$ cat src/rtl/mem_stage_ctrl.sv
// mem_stage_ctrl: LEGv8 MEM stage - branch resolution, req/ack data-memory access,
// upstream stall and MEM/WB register load with sticky bus error reporting.
module mem_stage_ctrl #(
    parameter int ADDR_W  = 16,
    parameter int TIMEOUT = 64
) (
    input  logic              CLOCK,
    input  logic              RESET_N,
    input  logic              isBranch_in,
    input  logic              memRead_in,
    input  logic              memWrite_in,
    input  logic              regWrite_in,
    input  logic              memToReg_in,
    input  logic [63:0]       shiftedProgramCounter_in,
    input  logic              ALUzero_in,
    input  logic [63:0]       ALUresult_in,
    input  logic [63:0]       writeDataMem_in,
    input  logic [4:0]        writeReg_in,
    output logic              stall_out,
    output logic              pcSrc_out,
    output logic [63:0]       branchTarget_out,
    output logic              dmem_req,
    output logic              dmem_we,
    output logic [ADDR_W-1:0] dmem_addr,
    output logic [63:0]       dmem_wdata,
    input  logic              dmem_ack,
    input  logic [63:0]       dmem_rdata,
    output logic              regWrite_out,
    output logic              memToReg_out,
    output logic [63:0]       readData_out,
    output logic [63:0]       ALUresult_out,
    output logic [4:0]        writeReg_out,
    output logic              bus_error
);
    typedef enum logic [1:0] {IDLE, ACCESS, DONE} stateT;

    stateT       state;
    logic [31:0] count;
    logic [63:0] rdataLatch;
    logic        timedOut;
    logic        access;
    logic        mis;
    logic        isLoad;
    logic        expire;

    assign access = memRead_in | memWrite_in;
    assign mis    = access & (ALUresult_in[2:0] != 3'd0);
    assign isLoad = memRead_in & ~memWrite_in;
    assign expire = (TIMEOUT > 0) && (count == 32'(TIMEOUT - 1));

    // Gated by reset so the pipe is released while reset is held.
    assign stall_out        = RESET_N & (((state == IDLE) & access & ~mis) | (state == ACCESS));
    assign pcSrc_out        = isBranch_in & ALUzero_in & ~stall_out;
    assign branchTarget_out = shiftedProgramCounter_in;

    always_ff @(posedge CLOCK or negedge RESET_N) begin
        if (!RESET_N) begin
            state         <= IDLE;
            count         <= '0;
            rdataLatch    <= '0;
            timedOut      <= 1'b0;
            dmem_req      <= 1'b0;
            dmem_we       <= 1'b0;
            dmem_addr     <= '0;
            dmem_wdata    <= '0;
            regWrite_out  <= 1'b0;
            memToReg_out  <= 1'b0;
            readData_out  <= '0;
            ALUresult_out <= '0;
            writeReg_out  <= '0;
            bus_error     <= 1'b0;
        end else begin
            case (state)
                IDLE: begin
                    if (access & ~mis) begin
                        dmem_req     <= 1'b1;
                        dmem_we      <= memWrite_in;
                        dmem_addr    <= ALUresult_in[ADDR_W-1:0];
                        dmem_wdata   <= writeDataMem_in;
                        count        <= '0;
                        timedOut     <= 1'b0;
                        regWrite_out <= 1'b0;
                        memToReg_out <= 1'b0;
                        state        <= ACCESS;
                    end else begin
                        regWrite_out  <= regWrite_in & ~(mis & isLoad);
                        memToReg_out  <= memToReg_in;
                        ALUresult_out <= ALUresult_in;
                        writeReg_out  <= writeReg_in;
                        readData_out  <= '0;
                        if (mis)
                            bus_error <= 1'b1;
                    end
                end
                ACCESS: begin
                    regWrite_out <= 1'b0;
                    memToReg_out <= 1'b0;
                    if (dmem_ack) begin
                        dmem_req   <= 1'b0;
                        rdataLatch <= dmem_we ? 64'd0 : dmem_rdata;
                        state      <= DONE;
                    end else if (expire) begin
                        dmem_req   <= 1'b0;
                        rdataLatch <= '0;
                        timedOut   <= 1'b1;
                        bus_error  <= 1'b1;
                        state      <= DONE;
                    end else begin
                        count <= count + 32'd1;
                    end
                end
                DONE: begin
                    regWrite_out  <= regWrite_in & ~(timedOut & ~dmem_we);
                    memToReg_out  <= memToReg_in;
                    ALUresult_out <= ALUresult_in;
                    writeReg_out  <= writeReg_in;
                    readData_out  <= rdataLatch;
                    state         <= IDLE;
                end
                default: state <= IDLE;
            endcase
        end
    end
endmodule
$ cat config.mk
export PLATFORM = sky130hd
export DESIGN_NAME = mem_stage_ctrl
export DESIGN_NICKNAME = d
export VERILOG_FILES = /design/src/rtl/mem_stage_ctrl.sv
export SDC_FILE = /design/constraint.sdc
export NUM_CORES = 1
export LEC_CHECK = 0
export ABC_AREA = 1
export CAP_MARGIN = 20
export CORE_ASPECT_RATIO = 0.9
export CORE_MARGIN = 8
export CORE_UTILIZATION = 25
export CTS_CLUSTER_SIZE = 40
export DETAILED_ROUTE_END_ITERATION = 8
export GPL_TIMING_DRIVEN = 0
export PLACE_DENSITY = 0.48
export SYNTH_ARGS = -nofsm -noshare
export SYNTH_HDL_FRONTEND = slang
export SYNTH_SLANG_ARGS = --single-unit
$ cat constraint.sdc
create_clock -name CLOCK -period 2.59 [get_ports CLOCK]
set_input_delay 0.3885 -clock CLOCK [delete_from_list [all_inputs] [get_ports CLOCK]]
set_output_delay 0.3885 -clock CLOCK [all_outputs]
set_load 0.05 [all_outputs]
* After elaboration in Yosys (flattened, before gate mapping) *
Index checks and enable logic that the tools add are counted.

storage, ports and cells
  logic and storage cells = 91
  output and inout bits = 284
  register bits after elaboration = 317
  bits of input ports = 270

operators by class
  bitwise gates (word level) = 20
  reduce and logical (&&, ||, !) cells = 14
  add/sub/neg operators = 1
  mux-type cells = 32
  equality and inequality tests = 10

operators with widths
  kind                   count
  $mux 64                5
  $pmux 64 s2            2
  $mux 32                3
  $pmux 32 s2            1
  $add 32x1->32 const B  1
  $eq 32x6->1 const B    1
  $and 1x1->1            12
  $mux 1                 10
  $ne 2x2->1 const B     5
  $pmux 5 s2             1
  $reduce_and 2->1       4
  $reduce_and 4->1       2
  $mux 2                 3
  $not 1->1              6
  $pmux 1 s2             3
  $pmux 1 s3             2
  $reduce_bool 2->1      3
  $reduce_bool 3->1      2
  $mux 5                 1
  $reduce_and 5->1       1
  $pmux 2 s2             1
  $ne 3x3->1 const B     1
  $reduce_and 3->1       1
  $eq 2x1->1 const B     1
  4 further kinds        5

* Logic depth before layout (Yosys ltp) *
Gate-level depths: netlist of run 1.

  depth in word-level cells = 8
  mapped depth = 11
  depth with buffers taken out = 11

* Worst setup path after synthesis of run 1 *
Ideal clock, no wire load.

  kind = register to output
  start point = register state[0]
  end point = output port pcSrc_out
  stages on the path, launching flop included = 7
  data arrival time = 2.757 ns
  data required time = 2.202 ns
  path buffers = 1
  slack = -0.555 ns
  cells stage by stage = dfrtp_1 > inv_1 > ha_1 > nand2_2 > buf_2 > a21boi_0 > nor2_1

on the way
  longest elaborated chain between the ends = 7
  elaborated cells between the ends (all ways) = 8
  those cells by class = eq/ne (1); bitwise (6); reduce/logical (1)

RTL lines
  what                      line  source
  start, declared           37    stateT state;
  start signal, assigned    58    state <= IDLE;
  start signal, assigned    84    state <= ACCESS;
  start signal, assigned    101   state <= DONE;
  $logic_not 2->1           52    assign stall_out = RESET_N & (((state == IDLE) & access & ~mis) | (state == ACCESS));
  $and 1x1->1 (2 in a row)  52
  $or 1x1->1 (*)            52
  $and 1x1->1 (*)           52
  net stall_out             19    output logic stall_out,
  $not 1->1 (*)             53    assign pcSrc_out = isBranch_in & ALUzero_in & ~stall_out;
  $and 1x1->1 (*)           53
  end, declared             20    output logic pcSrc_out,

Mark *: on every way through the listed nets, which the timed path passes. The rest lies on a longest branch.

* Worst setup path in the final report of run 1 *
  start point = input port ALUresult_in[1]
  end point = output port stall_out

on the way
  longest elaborated chain between the ends = 6

RTL lines
  what               line  source
  start, declared    16    input logic [63:0] ALUresult_in,
  $reduce_bool 3->1  47    assign mis = access & (ALUresult_in[2:0] != 3'd0);
  $and 1x1->1        47
  $not 1->1          52
  $and 1x1->1        52
  $or 1x1->1         52
  $and 1x1->1        52
  end, declared      19

Every way passes these cells.

==> results.yml, run 1 <==
run_status:
  status: "finished with violations"
  violations: "hold timing"
drt:
  vias: 12200
  wl_per_cell_um: 18.1
  drt-total-wl_mm: 52.0
  vias_per_cell: 4.25
  first_pass_iters: 5
  drc: 0
  drt_iter0_drc: 830
  ant_nets: 0
synth:
  yosysUniqueCellTypes: 36
  avgSynthCellArea_um2: 8.69
  synth_xor_area_frac: 0.00822
  synth_seq_area_share: 0.572
  synth_compound_area_frac: 0.0835
  synth_top_family_by_area: "simple AND/OR/NAND/NOR gates"
  synth_edf_count: 0
  synth_cells: 1594
  synth_ff_type: "dfrtp_1"
  synth_nets: 1869
  synthMuxAreaShare: 0
  netlist_area_um2: 13900
  synth_fa_ha_area_frac: 0.00451
  ys_warn_count: 0
  async_flop_share: 1.00
  synth-simple-area-share: 0.218
  ys_ff_latch: 317
critical_path:
  cp-start-kind: "primary input"
  regToRegSetupSlack_ns: 0.25
  worstReg2RegEnd: "readData_out[50]"
  rr_startpoint: "state[0]"
  path_class: "in2out"
  slowest_delay_ns: 0.44
  cp.arrival_ns: 2.01
  path_cells: "clkdlybuf4s50_1 -> nor2_2 -> nand3_1 -> inv_1 -> nand2_8 -> a21boi_4 -> buf_2"
  worstPathRequired_ns: 2.20
  crit_fanout: 19
  ff2ff_path_depth: 6
  cp_slowest_cell: "clkdlybuf4s50_1"
  endpoint_kind: "output pin"
placed_design:
  dpl-instance-area_um2: 19700
  dpl.hpwl_mm: 39.4
  gp_congestion: 0.838
  place_inst: 2800
  port_buffers: 489
clock_network:
  path_clk_slew_ns: 0.06
  h-tree-depth: 2
  clock_tree.root_cell: "clkbuf_16"
  numClockSinks: 317
  clk_latency_ns: 0.54
  cts_setup_buffers: 0
  hold_buffers: 3
  clk_path_buf_depth: 3
  cts_buffers: 39
  cts_tree: "yes"
grt:
  grt_pass1_wl_mm: 78.9
  grt_max_degree: 86
  overflow: 0
  grtUsageTotal: 0.158
  antenna_found_initial: 7
  grt_pass1_vias: 12600
timing:
  fin_skew_ns: 0.0126
  timing.hold.ws_ns: -0.175
  period_share: 0.926
  fmaxAchievable_mhz: 417
  drv_slew: 0
  hold_viol_final: 82
  tightest_slew_ns: 0.752
  setup_viol: 0
  min_period_ns: 2.40
  slew_headroom: 0.499
  rsz0062_at_grt: "false"
pwr:
  finalPower_uw: 26100
  peakVddDrop_v: 0.000483
  power.leakage_uw: 0.0102
  powerDensity_nw_per_um2: 1230
finish:
  area_growth_pct: 52.8
  final_cell_mix: "640 x nand2_1, 486 x clkdlybuf4s50_1, 317 x dfrtp_1, 189 x inv_1, 73 x buf_4"
  layout.area.seq_um2: 7930
  drive_above_1_share: 0.0965
  final_common_cell: "nand2_1"
  stdcell_area_um2: 21200
  multi_input_area_um2: 4380
  final_cells: 2872
  final_nets: 2404
  n_fill_cell: 5610
floorplanning:
  io_pins: 554
  initial_core_util: 0.251
  core_area_um2: 55200
  rows: 82
  dieArea_um2: 63200
  die_x_um: 264
  die_y_um: 239
worst_hold_path:
  min_path_type: "in2async"
job:
  max_cap_violations: 0
through the flow:
step | setup slack [ns] | util | setup TNS (ns)
global route | 0.00903 | 0.384 | 0
global placement | -13.87 | 0.356 | -4422.69
CTS | 0.0352 | 0.384 | 0
detailed placement | -0.827 | 0.358 | -28.86
floorplan | 0.232 | - | 0
finish | 0.191 | 0.384 | 0
worst max-delay path by stage:
stage	startpoint	to	cells past startpoint	slack [ns]
5_1_grt	state[0]	readData_out[7]	9	0.009
4_1_cts	state[0]	pcSrc_out	6	0.04
3_5_place_dp	ALUresult_in[1]	stall_out	8	-0.83
3_3_place_gp	RESET_N	dmem_wdata[42]	1	-13.87
2_1_floorplan	memWrite_in	pcSrc_out	7	0.23
6_report	ALUresult_in[1]	stall_out	7	0.19
what timing repair did:
| action | CTS | global route |
|---|---|---|
| endpoints found under the setup margin | 2 | 21 |
| resized for setup | 14 | 3 |
| endpoints found under the hold margin | 70 | 82 |
power breakdown:
group	internal (uW)	switching (uW)	leakage, uW
Combinational	3950	8810	0.00541
Clock	3590	2160	0.000673
Sequential	6710	888	0.00409
Total	14200	11900	0.0102
flip-flops by register name (all words and copies together) (netlist names):
register and count:
dmem_wdata 64, rdataLatch 64, memToReg_out 1, dmem_req 1
bus_error 1, writeReg_out 5, ALUresult_out 64, count 32
timedOut 1, regWrite_out 1, readData_out 64, dmem_addr 16
dmem_we 1, state 2
cell type report:
class                   count  area share
plain buffers             134      0.0403
multi-input cells         950       0.207
well taps                 714      0.0422
diodes                      2    0.000236
clock buffers              54      0.0544
flip-flops and latches    317       0.375
inverters                 192      0.0340
clock inverters            14     0.00951
repair buffers            495       0.238
worst max-delay path: cells and delay by family:
family | cells | cell delay [ns]
compound gates | 1 | 0.20
buf+inv | 3 | 0.90
simple gates | 3 | 0.51
kinds of logic (layout without fill, tap and decap cells):
kind of cell / count (synthesis) / count (layout)
xor gates and xnor gates: 13 / 13
other: 0 / 2
adders and majority gates: 5 / 5
AOI/OAI and AO/OA: 173 / 173
and+or+nand+nor: 759 / 759
buffers and inverters: 327 / 889
DFF: 317 / 317
cells in the mapped netlist, types with 15 or more instances:
cell | count | area share
nand2_1 | 640 | 0.17
dfrtp_1 | 317 | 0.57
inv_1 | 189 | 0.051
buf_4 | 72 | 0.039
o31ai_1 | 58 | 0.031
nor2_1 | 49 | 0.013
o22ai_1 | 48 | 0.022
nand3_1 | 42 | 0.015
o21ai_0 | 36 | 0.013
buf_2 | 29 | 0.010
clkbuf_1 | 29 | 0.0079
o21ai_1 | 15 | 0.0054
layer usage:
| layer | vias up | share of wire | global-route usage |
|---|---|---|---|
| li1 | 5969 | - | - |
| met5 | - | 0.0015 | 0 |
| met4 | 12 | 0.021 | 0.0391 |
| met3 | 79 | 0.076 | 0.0524 |
| met1 | 5811 | 0.42 | 0.201 |
| met2 | 323 | 0.49 | 0.260 |
Note: power is estimated with default switching activity, not from simulation.
==> inputs of run 2 (changes only) <==
CTS_CLUSTER_DIAMETER = 80   (was default)
SETUP_SLACK_MARGIN = 0.2   (was default)
TNS_END_PERCENT = 10   (was default)
==> results.yml, run 2 (synthesized netlist as in run 1, its figures left out) <==
placed_design:
  pre_cts_ws_ns: -0.827
  dpl.hpwl_mm: 39.4
  port_buffers: 489
  gp_congestion: 0.838
timing:
  timing.hold.ws_ns: -0.244
  min_period_ns: 2.28
  period_share: 0.879
  hold_viol_final: 70
  rsz0062_at_grt: "true"
  drv_slew: 0
  tightest_slew_ns: 0.763
  slew_headroom: 0.491
  layout_setup_ws_ns: 0.314
  setup_viol: 0
  fmaxAchievable_mhz: 439
  fin_skew_ns: 0.0369
critical_path:
  slowest_delay_ns: 0.39
  cpMostUsedCell: "inv_1"
  cp-start-kind: "flop"
  cp.arrival_ns: 1.89
  cp_slowest_cell: "dfrtp_1"
  endpoint_kind: "output pin"
  path_cells: "inv_1 -> ha_1 -> buf_6 -> inv_1 -> a21boi_4 -> nor2_1 -> buf_4"
  path_class: "reg2out"
  worstPathRequired_ns: 2.20
  crit_fanout: 7
drt:
  first_pass_iters: 5
  ant_nets: 0
  vias_per_cell: 4.24
  drt_iter0_drc: 906
  drc: 0
  drt-total-wl_mm: 51.7
  wl_per_cell_um: 18.1
  vias: 12100
grt:
  grtUsageTotal: 0.157
  overflow: 0
  antenna_found_initial: 8
  grt_pass1_vias: 12400
  grt_pass1_wl_mm: 78.4
  grt_max_degree: 86
clock_network:
  path_clk_slew_ns: 0.09
  numClockSinks: 317
  clock_tree.root_cell: "clkbuf_16"
  clk_path_buf_depth: 3
  cts_buffers: 26
  cts_tree: "yes"
  clk_latency_ns: 0.60
  h-tree-depth: 1
run_status:
  status: "finished with violations"
  violations: "hold timing"
pwr:
  power.leakage_uw: 0.00998
  powerDensity_nw_per_um2: 1200
  finalPower_uw: 25000
  peakVddDrop_v: 0.000691
finish:
  final_cell_mix: "640 x nand2_1, 486 x clkdlybuf4s50_1, 317 x dfrtp_1, 187 x inv_1, 83 x buf_4"
  area_growth_pct: 50.4
  final_nets: 2397
  n_fill_cell: 5633
  final_common_cell: "nand2_1"
  drive_above_1_share: 0.0943
floorplanning:
  die_x_um: 264
  dieArea_um2: 63200
  die_y_um: 239
  io_pins: 554
  initial_core_util: 0.251
  core_area_um2: 55200
  rows: 82
job:
  max_cap_violations: 0
worst_hold_path:
  min_path_type: "in2async"
## run 2: changes by cell type in the layout (fill, tap and decap cells not counted), sizes merged
cell,delta
buf,+8
bufinv,-5
clkbuf,-29
clkinvlp,+1
dlygate4sd3,-1
inv,+12
## run 2: where the power goes
| part | total (uW) | internal [uW] | switching, uW | leakage [uW] |
|---|---|---|---|---|
| sequential | 7570 | 6690 | 884 | 0.00409 |
| clock | 4520 | 2090 | 2430 | 0.000464 |
| combinational | 12900 | 4030 | 8840 | 0.00543 |
## run 2: layer usage
layer,wire length [um],vias up,global-route usage
li1,-,5950,-
met1,21700,5806,0.202
met2,25400,299,0.261
met3,3700,59,0.0494
met4,914,14,0.0260
met5,87,-,0
## run 2: worst paths after layout
| kind | from | slack (ns) | end | depth (start not counted) |
|---|---|---|---|---|
| worst max-delay path | state[1] | 0.31 | pcSrc_out | 7 |
| worst max register to register | state[0] | 0.33 | rdataLatch[53] | 5 |
| worst min register to register | ALUresult_out[18] | 0.47 | ALUresult_out[18] | 2 |
| worst min-delay path | RESET_N | -0.24 | ALUresult_out[16] | 1 |
| max in group asynchronous | RESET_N | 1.57 | readData_out[0] | 3 |
| min in group CLOCK | writeDataMem_in[25] | 0.32 | dmem_wdata[25] | 3 |
## run 2: layout make-up
type,count,area (um2),share of cell area
Multi-Input combinational cell,950,4400,0.211
Inverter,192,723,0.0347
Clock inverter,22,318,0.0153
Buffer,135,872,0.0419
Tap cell,714,893,0.0429
Timing Repair Buffer,500,5040,0.242
Clock buffer,26,651,0.0312
Antenna cell,2,5.00,0.000240
Sequential cell,317,7930,0.381
## run 2: per-stage QoR
stage          setup TNS, ns   util  hold slack (ns)  cells  cell area, um2
2_1_floorplan              0      -           0.0929   1594           13900
3_3_place_gp        -4422.69  0.356            0.454   2797           19700
3_5_place_dp          -28.86  0.358            0.380   2800           19700
4_1_cts                    0  0.377           -0.235   2853           20800
5_1_grt                    0  0.377           -0.214   2856           20800
6_report                   0  0.377           -0.244   2858           20800
## run 2: critical path, delay by kind of cell, from the launching register on
kind                     cells  cell delay [ns]
adder cells (fa/ha/maj)      1             0.17
buffers and inverters        4             0.50
AO/OA/AOI/OAI                1             0.19
flip-flops                   1             0.39
AND/OR/NAND/NOR              1             0.06
## run 2: what timing repair did
action / in CTS / in global routing
endpoints found under the setup margin: 96 / 66
setup buffers: 5 / 3
pin swaps: 3 / 1
resized for setup: 29 / 1
endpoints found under the hold margin: 70 / 70
==> inputs of run 3 (changes only) <==
MAX_ROUTING_LAYER = met4   (was default)
==> results.yml, run 3 (synthesized netlist as in run 1, its figures left out) <==
run_status:
  status: "finished with violations"
  violations: "hold timing"
timing:
  hold_viol_final: 70
  period_share: 0.878
  timing.hold.ws_ns: -0.247
  layout_setup_ws_ns: 0.315
  min_period_ns: 2.27
  setup_viol: 0
  drv_slew: 0
  slew_headroom: 0.481
  rsz0062_at_grt: "true"
  tightest_slew_ns: 0.776
  fin_skew_ns: 0.0381
  fmaxAchievable_mhz: 440
floorplanning:
  core_area_um2: 55200
  io_pins: 554
  rows: 82
  die_x_um: 264
  dieArea_um2: 63200
  initial_core_util: 0.251
  die_y_um: 239
finish:
  n_fill_cell: 5629
  utilization: 0.378
  final_cell_mix: "640 x nand2_1, 486 x clkdlybuf4s50_1, 317 x dfrtp_1, 187 x inv_1, 83 x buf_4"
  final_nets: 2397
  drive_above_1_share: 0.0943
  area_growth_pct: 50.5
  final_common_cell: "nand2_1"
critical_path:
  rr_startpoint: "state[0]"
  slowest_delay_ns: 0.39
  path_class: "reg2out"
  crit_family: "buffers and inverters"
  path_buf_inv: 4
  worstPathRequired_ns: 2.20
  cp_slowest_cell: "dfrtp_1"
  crit_fanout: 7
  cp-start-kind: "flop"
  path_cells: "inv_1 -> ha_1 -> buf_6 -> inv_1 -> a21boi_4 -> nor2_1 -> buf_4"
  endpoint_kind: "output pin"
  regToRegSetupSlack_ns: 0.33
  cpMostUsedCell: "inv_1"
  worstReg2RegEnd: "rdataLatch[53]"
  ff2ff_path_depth: 5
  cp.arrival_ns: 1.89
worst_hold_path:
  min_path_type: "in2async"
pwr:
  power.leakage_uw: 0.00998
  powerDensity_nw_per_um2: 1200
  peakVddDrop_v: 0.000688
clock_network:
  cts_tree: "yes"
  h-tree-depth: 1
  clock_tree.root_cell: "clkbuf_16"
  clk_latency_ns: 0.60
  numClockSinks: 317
  clk_path_buf_depth: 3
  path_clk_slew_ns: 0.09
  cts_buffers: 26
placed_design:
  gp_congestion: 0.850
  dpl.hpwl_mm: 39.4
  pre_cts_ws_ns: -0.827
  port_buffers: 489
drt:
  first_pass_iters: 5
  drt-total-wl_mm: 51.7
  vias_per_cell: 4.23
  ant_nets: 0
  wl_per_cell_um: 18.0
  vias: 12100
  drt_iter0_drc: 883
  drc: 0
job:
  max_cap_violations: 0
grt:
  antenna_found_initial: 8
  grt_pass1_vias: 12400
  grt_max_degree: 86
  grtUsageTotal: 0.161
  grt_pass1_wl_mm: 78.2
  overflow: 0
==> run 3: cell count changes in the layout (fill, tap and decap cells not counted), sizes merged <==
cell   before  now
diode       2    9
==> run 3: worst max path at each step <==
stage / slack [ns] / end / cells past startpoint / start
floorplan: 0.23 / pcSrc_out / 7 / memWrite_in
global placement: -13.87 / dmem_wdata[42] / 1 / RESET_N
detailed placement: -0.83 / stall_out / 8 / ALUresult_in[1]
CTS: 0.21 / pcSrc_out / 7 / state[1]
global route: 0.16 / pcSrc_out / 5 / RESET_N
finish: 0.32 / pcSrc_out / 7 / state[1]
==> run 3: layout make-up <==
cell class	instances	area, um2	area share
diodes	9	22.5	0.00108
plain buffers	135	872	0.0418
clock buffers	26	651	0.0312
clock inverters	22	318	0.0152
inverters	192	723	0.0347
multi-input cells	950	4400	0.211
flip-flops and latches	317	7930	0.380
well taps	714	893	0.0428
repair buffers	500	5040	0.242
==> run 3: metal layers <==
metal | GRT usage | wire, um
met1 | 0.202 | 21900
met5 | - | 0
met3 | 0.0463 | 3510
met2 | 0.262 | 25300
met4 | 0.0260 | 894
==> run 3: stage by stage <==
stage | std cells | instance area, um2 | hold WS [ns] | power [uW] | setup TNS (ns)
CTS | 2853 | 20800 | -0.235 | 25400 | 0
floorplan | 1594 | 13900 | 0.0929 | 15500 | 0
global placement | 2797 | 19700 | 0.454 | 20500 | -4422.69
detailed placement | 2800 | 19700 | 0.380 | 20600 | -28.86
global route | 2864 | 20900 | -0.211 | 26400 | 0
finish | 2865 | 20900 | -0.247 | 25000 | 0
==> run 3: where the power goes <==
part | switching [uW] | total [uW] | internal (uW)
Combinational | 8850 | 12900 | 4030
Sequential | 884 | 7570 | 6690
Clock | 2430 | 4520 | 2090
Total | 12200 | 25000 | 12800
==> run 3: what timing repair did <==
item | in CTS | in global routing
hold endpoints to repair | 70 | 70
setup buffers | 5 | 3
pin swaps | 3 | 1
resized for setup | 29 | 1
endpoints found under the setup margin | 96 | 63
==> run 3: worst register-to-register path, delay by kind of cell (launching register included) <==
kind | cells | cell delay [ns]
adders and majority gates | 1 | 0.22
buffers and inverters | 2 | 0.78
AOI/OAI and AO/OA | 1 | 0.14
DFF | 1 | 0.42
and+or+nand+nor | 1 | 0.58
